File: config.mk
export PLATFORM = sky130hd
export DESIGN_NAME = clk_period_mon
export DESIGN_NICKNAME = d
export VERILOG_FILES = /design/src/rtl/clk_mon_pkg.sv /design/src/rtl/clk_edge_det.sv /design/src/rtl/clk_period_mon.sv
export SDC_FILE = /design/constraint.sdc
export NUM_CORES = 1
export LEC_CHECK = 0
export CORE_UTILIZATION = 60
export CTS_CLUSTER_DIAMETER = 30
export CTS_CLUSTER_SIZE = 24
export DETAILED_ROUTE_END_ITERATION = 8
export PLACE_DENSITY = 0.84
export SLEW_MARGIN = 0
export SYNTH_ARGS = -nofsm -noshare
export SYNTH_HDL_FRONTEND = slang
export SYNTH_SLANG_ARGS = --single-unit
export TNS_END_PERCENT = 1
File: constraint.sdc
create_clock -name clk -period 4.15 [get_ports clk]
set_input_delay 0.415 -clock clk [delete_from_list [all_inputs] [get_ports clk]]
set_output_delay 0.415 -clock clk [all_outputs]
set_load 0.05 [all_outputs]
File: src/rtl/clk_mon_pkg.sv
// rtl/clk_mon_pkg.sv - shared types and helpers for clock-period monitors
package clk_mon_pkg;

    typedef enum logic [1:0] {IDLE, ARM, HIGH, LOW} mon_state_t;

    // Widest counter supported; narrower monitors slice their saturation value from this.
    localparam int MON_MAX_W = 32;
    localparam logic [MON_MAX_W-1:0] CNT_SAT_ALL = '1;

    function automatic logic [MON_MAX_W:0] abs_diff(input logic [MON_MAX_W:0] a,
                                                    input logic [MON_MAX_W:0] b);
        return (a >= b) ? (a - b) : (b - a);
    endfunction

endpackage

File: src/rtl/clk_edge_det.sv
// rtl/clk_edge_det.sv - registered-history edge detector for a clk-synchronous divided clock
module clk_edge_det (
    input  logic i_clk,
    input  logic i_rst_n,
    input  logic i_div_clk,
    output logic o_rise,
    output logic o_fall
);

    logic r_div_q;

    always_ff @(posedge i_clk or negedge i_rst_n) begin
        if (!i_rst_n) begin
            r_div_q <= 1'b0;
        end else begin
            r_div_q <= i_div_clk;
        end
    end

    // Combinational against the registered copy so the edge is seen in the cycle it happens.
    assign o_rise = i_div_clk & ~r_div_q;
    assign o_fall = ~i_div_clk & r_div_q;

endmodule

File: src/rtl/clk_period_mon.sv
// rtl/clk_period_mon.sv - divided-clock high/low phase monitor; CLK_MON_MINMAX_EN adds period min/max
module clk_period_mon
    import clk_mon_pkg::*;
#(
    parameter int CNT_W = 8,
    parameter int TOL   = 0
) (
    input  logic             clk,
    input  logic             rst_n,
    input  logic             en,
    input  logic             div_clk,
    input  logic [CNT_W-1:0] exp_half,
    output logic             meas_valid,
    input  logic             meas_ready,
    output logic [CNT_W-1:0] high_cnt,
    output logic [CNT_W-1:0] low_cnt,
    output logic             mismatch,
    output logic             stuck_err,
    output logic             ovr_err
`ifdef CLK_MON_MINMAX_EN
    ,
    output logic [CNT_W:0]   per_min,
    output logic [CNT_W:0]   per_max
`endif
);

    localparam logic [CNT_W-1:0]   W_SAT = CNT_SAT_ALL[CNT_W-1:0];
    localparam logic [MON_MAX_W:0] W_TOL = (MON_MAX_W+1)'(TOL);

    mon_state_t       r_state, w_state_nxt;
    logic [CNT_W-1:0] r_cnt;
    logic [CNT_W-1:0] r_hi;
    logic             w_rise, w_fall, w_sat;
    logic             w_pub, w_stuck, w_hi_ld, w_load, w_mis;
    logic [MON_MAX_W:0] w_hi_x, w_lo_x, w_exp_x;

    clk_edge_det u_edge (
        .i_clk     (clk),
        .i_rst_n   (rst_n),
        .i_div_clk (div_clk),
        .o_rise    (w_rise),
        .o_fall    (w_fall)
    );

    assign w_sat = (r_cnt == W_SAT);

    always_ff @(posedge clk or negedge rst_n) begin
        if (!rst_n) begin
            r_cnt <= '0;
        end else if (w_rise || w_fall) begin
            r_cnt <= CNT_W'(1);
        end else if (!w_sat) begin
            r_cnt <= r_cnt + CNT_W'(1);
        end
    end

    always_comb begin
        w_state_nxt = r_state;
        w_pub       = 1'b0;
        w_stuck     = 1'b0;
        w_hi_ld     = 1'b0;
        if (!en) begin
            w_state_nxt = IDLE;
        end else begin
            case (r_state)
                IDLE: w_state_nxt = ARM;
                ARM:  if (w_rise) w_state_nxt = HIGH;
                HIGH: begin
                    if (w_sat) begin
                        w_state_nxt = ARM;
                        w_stuck     = 1'b1;
                    end else if (w_fall) begin
                        w_state_nxt = LOW;
                        w_hi_ld     = 1'b1;
                    end
                end
                LOW: begin
                    if (w_sat) begin
                        w_state_nxt = ARM;
                        w_stuck     = 1'b1;
                    end else if (w_rise) begin
                        // Closing rise also opens the next high phase.
                        w_state_nxt = HIGH;
                        w_pub       = 1'b1;
                    end
                end
                default: w_state_nxt = IDLE;
            endcase
        end
    end

    // A ready seen in the publish cycle retires the old result, making room for the new one.
    assign w_load  = w_pub & (~meas_valid | meas_ready);
    assign w_hi_x  = {{(MON_MAX_W+1-CNT_W){1'b0}}, r_hi};
    assign w_lo_x  = {{(MON_MAX_W+1-CNT_W){1'b0}}, r_cnt};
    assign w_exp_x = {{(MON_MAX_W+1-CNT_W){1'b0}}, exp_half};
    assign w_mis   = (abs_diff(w_hi_x, w_exp_x) > W_TOL) | (abs_diff(w_lo_x, w_exp_x) > W_TOL);

    always_ff @(posedge clk or negedge rst_n) begin
        if (!rst_n) begin
            r_state    <= IDLE;
            r_hi       <= '0;
            meas_valid <= 1'b0;
            high_cnt   <= '0;
            low_cnt    <= '0;
            mismatch   <= 1'b0;
            stuck_err  <= 1'b0;
            ovr_err    <= 1'b0;
        end else begin
            r_state <= w_state_nxt;
            if (w_hi_ld) r_hi <= r_cnt;
            if (w_load) begin
                meas_valid <= 1'b1;
                high_cnt   <= r_hi;
                low_cnt    <= r_cnt;
                mismatch   <= w_mis;
            end else if (meas_ready) begin
                meas_valid <= 1'b0;
            end
            if (w_pub && !w_load) ovr_err   <= 1'b1;
            if (w_stuck)          stuck_err <= 1'b1;
        end
    end

`ifdef CLK_MON_MINMAX_EN
    logic [CNT_W:0] w_sum;
    assign w_sum = {1'b0, r_hi} + {1'b0, r_cnt};

    always_ff @(posedge clk or negedge rst_n) begin
        if (!rst_n) begin
            per_min <= '1;
            per_max <= '0;
        end else if (w_load) begin
            if (w_sum < per_min) per_min <= w_sum;
            if (w_sum > per_max) per_max <= w_sum;
        end
    end
`endif

endmodule

==> impl_metrics.yaml <==
status:
  status: "completed"
global_route:
  grt_pass1_vias: 2329
  overflow: 0
  antenna_found_initial: 0
  grt_max_degree: 40
  grtUsageTotal: 0.285
  grt_pass1_wl_um: 11000
route:
  dr_total_vias: 2389
  drt_iter0_drc: 150
  dr.pass1.iters: 4
  drc: 0
  wl_per_cell_um: 16.6
  ant_nets: 0
  drt-total-wl_um: 6630
  vias_per_cell: 5.97
finish:
  layout.nets: 395
  layout-drive-gt1-share: 0.0374
  antennaDiodeCount: 0
  areaGrowthSynthToFinish_pct: 15.8
  n_fill_cell: 339
floorplanning:
  dieWidth_um: 70.0
  num_rows: 24
  start_util: 0.632
  num_io_pins: 33
  core-area_mm2: 0.00438
  die_height_um: 70.0
  die-area_mm2: 0.00490
sta:
  max_freq_mhz: 338
  hold_violations: 0
  slew_headroom: 0.291
  setup-tns-final_ns: 0
  setup_violations: 0
  min_period_ns: 2.96
  slew_viol_final: 0
  finClkSkew_ns: 0.00763
  rsz0062_at_grt: "false"
  final.period_utilization: 0.714
  tightest_slew_ns: 1.06
  hold_ws_ns: 0.242
power_and_ir_drop:
  p_clk_frac: 0.207
  comb_power_share: 0.415
  switching_share: 0.396
  p_switching_uw: 484
  seq_power_share: 0.377
  p_int_uw: 738
  power.density_mw_per_mm2: 381
  p_leak_uw: 0.00148
  ir_worst_vdd_v: 0.000324
placed_design:
  portBuffers: 32
  dp_hpwl_um: 5110
  gp_congestion: 0.951
logic_synthesis:
  synth_area_mm2: 0.00277
  syn_nets: 364
  synth_top_flop_cell: "dfrtp_1"
  syn_avg_cell_area_um2: 8.77
  ys_types: 44
  syn_inst: 316
  async_reset_ff_frac: 1.00
  yosys_warnings: 0
  synth_edf_count: 0
  ys_seq_area_frac: 0.352
  ys_ff_latch: 39
setup_path:
  cp_top_family: "compound AO/OA/AOI/OAI gates"
  critPathSlowestCell: "clkdlybuf4s50_1"
  worst-path-buf-inv: 2
  crit_path_start_kind: "primary input"
  worstSetupPathType: "primary input to flop"
  r2r_cells: 6
  cp_slowest_stage_delay_ns: 0.52
  rr_startpoint: "r_cnt[1]"
  r2r-end: "low_cnt[1]"
  endpoint_kind: "flop"
  cpMostUsedCell: "a211o_1"
  crit_arrival_ns: 3.13
  rrSetupSlack_ns: 1.31
  worst_ep_required_time_ns: 4.32
  path_cells: "clkdlybuf4s50_1 -> inv_1 -> ha_1 -> and3_4 -> a211o_1 -> or4_1 -> a211o_1 -> o221ai_1 -> o31a_1 -> a41oi_1"
  cp_max_fo: 8
clock_tree:
  cts_buffers: 5
  cts_resized: 0
  clockBufferDepth: 2
  ctsHoldBuffers: 0
  cts_tree: "built"
  post_cts_buffers: 0
  clk_pin_slew_ns: 0.08
  numClockSinks: 39
  htree_levels: 2
  clkLatencyLatePin_ns: 0.29
  clockRootBuffer: "clkbuf_8"
flow_run:
  drv_cap: 0
min_path:
  min_path_type: "primary input to async pin"
## cell families after synthesis
family,share of synthesized area
AO/OA/AOI/OAI,0.216
XOR/XNOR,0.0348
adder cells (fa/ha/maj),0.158
flip-flops,0.352
AND/OR/NAND/NOR,0.181
buffers and inverters,0.0587
## state kept, by name (all words and copies together), names as in the netlist
signal,cells
low_cnt,8
r_cnt,8
mismatch,1
high_cnt,8
meas_valid,1
r_hi,8
stuck_err,1
r_state,2
u_edge.r_div_q,1
ovr_err,1
## power groups by stage
| stage | clock [uW] | sequential (uW) | combinational (uW) |
|---|---|---|---|
| after global routing | 271 | 467 | 559 |
| after floorplan | 0 | 532 | 288 |
| after CTS | 260 | 461 | 505 |
| after global placement | 0 | 467 | 493 |
| after detailed placement | 0 | 468 | 502 |
| final | 254 | 461 | 508 |
## metrics by stage
stage          cell area, um^2  setup WS, ns  utilization  total power, uW  cells
2_1_floorplan             2770          1.59            -              820    316
4_1_cts                   3210          1.19        0.732             1230    400
6_report                  3210          1.19        0.732             1220    400
5_1_grt                   3210          1.03        0.732             1300    400
3_5_place_dp              3120         0.905        0.712              970    392
3_3_place_gp              3120         0.956        0.712              960    392
## metal layers
layer / GRT usage / part of all wire / vias to the layer above
li1: - / - / 1175
met1: 0.372 / 0.44 / 1132
met5: 0 / 0 / -
met3: 0.0462 / 0.038 / 11
met4: 0.0911 / 0.020 / 0
met2: 0.483 / 0.50 / 71
## Yosys cell counts, types with 5 or more instances
library cell / number / share of area
inv_1: 32 / 0.043
nand3_1: 6 / 0.011
nand2b_1: 6 / 0.014
ha_1: 35 / 0.16
o21ai_0: 38 / 0.069
xnor2_1: 6 / 0.019
a21oi_1: 13 / 0.023
clkbuf_1: 7 / 0.0095
nand2_1: 37 / 0.050
dfrtp_1: 39 / 0.35
o21a_1: 5 / 0.014
nor2_1: 12 / 0.016
xor2_1: 5 / 0.016
and2_1: 7 / 0.016
## worst max path at each step
stage	slack, ns	end	cells past startpoint	start
3_3_place_gp	0.96	mismatch	10	exp_half[3]
4_1_cts	1.19	mismatch	10	exp_half[3]
2_1_floorplan	1.59	mismatch	10	exp_half[4]
5_1_grt	1.03	low_cnt[1]	7	r_cnt[1]
6_report	1.19	mismatch	10	exp_half[3]
3_5_place_dp	0.91	mismatch	10	exp_half[3]
## cell type report
class	instances	area (um^2)	area share
repair buffers	33	323	0.101
multi-input cells	236	1640	0.511
clock inverters	2	12.5	0.00390
flip-flops and latches	39	976	0.304
inverters	32	120	0.0374
clock buffers	6	72.6	0.0226
well taps	52	65.1	0.0203
## cell usage in the layout (no fill, tap or decap), drive strengths merged, types with 2 or more instances in the layout
| cell | Yosys | final |
|---|---|---|
| buf | 2 | 2 |
| a21oi | 13 | 13 |
| clkdlybuf4s50 | 0 | 31 |
| nor2 | 12 | 12 |
| a41oi | 3 | 3 |
| nor3 | 4 | 4 |
| dfrtp | 39 | 39 |
| a211o | 4 | 4 |
| o211a | 2 | 2 |
| inv | 32 | 32 |
| nor4 | 2 | 2 |
| or4 | 4 | 4 |
| xnor2 | 6 | 6 |
| a31oi | 2 | 2 |
| a21o | 4 | 4 |
| o31a | 3 | 3 |
| o41ai | 2 | 2 |
| a211oi | 2 | 2 |
| o221ai | 2 | 2 |
| nor2b | 4 | 4 |
| or3 | 4 | 4 |
| nand2b | 6 | 6 |
| nor3b | 4 | 4 |
| nand2 | 37 | 37 |
| o21ai | 38 | 38 |
| ha | 35 | 35 |
| o21a | 5 | 5 |
| nand3 | 6 | 6 |
| o21bai | 4 | 4 |
| o2111ai | 2 | 2 |
| and2 | 7 | 7 |
| nor4b | 2 | 2 |
| xor2 | 5 | 5 |
| a21boi | 2 | 2 |
| nand4 | 3 | 3 |
| clkbuf | 7 | 6 |
(Power assumes the default switching activity.)
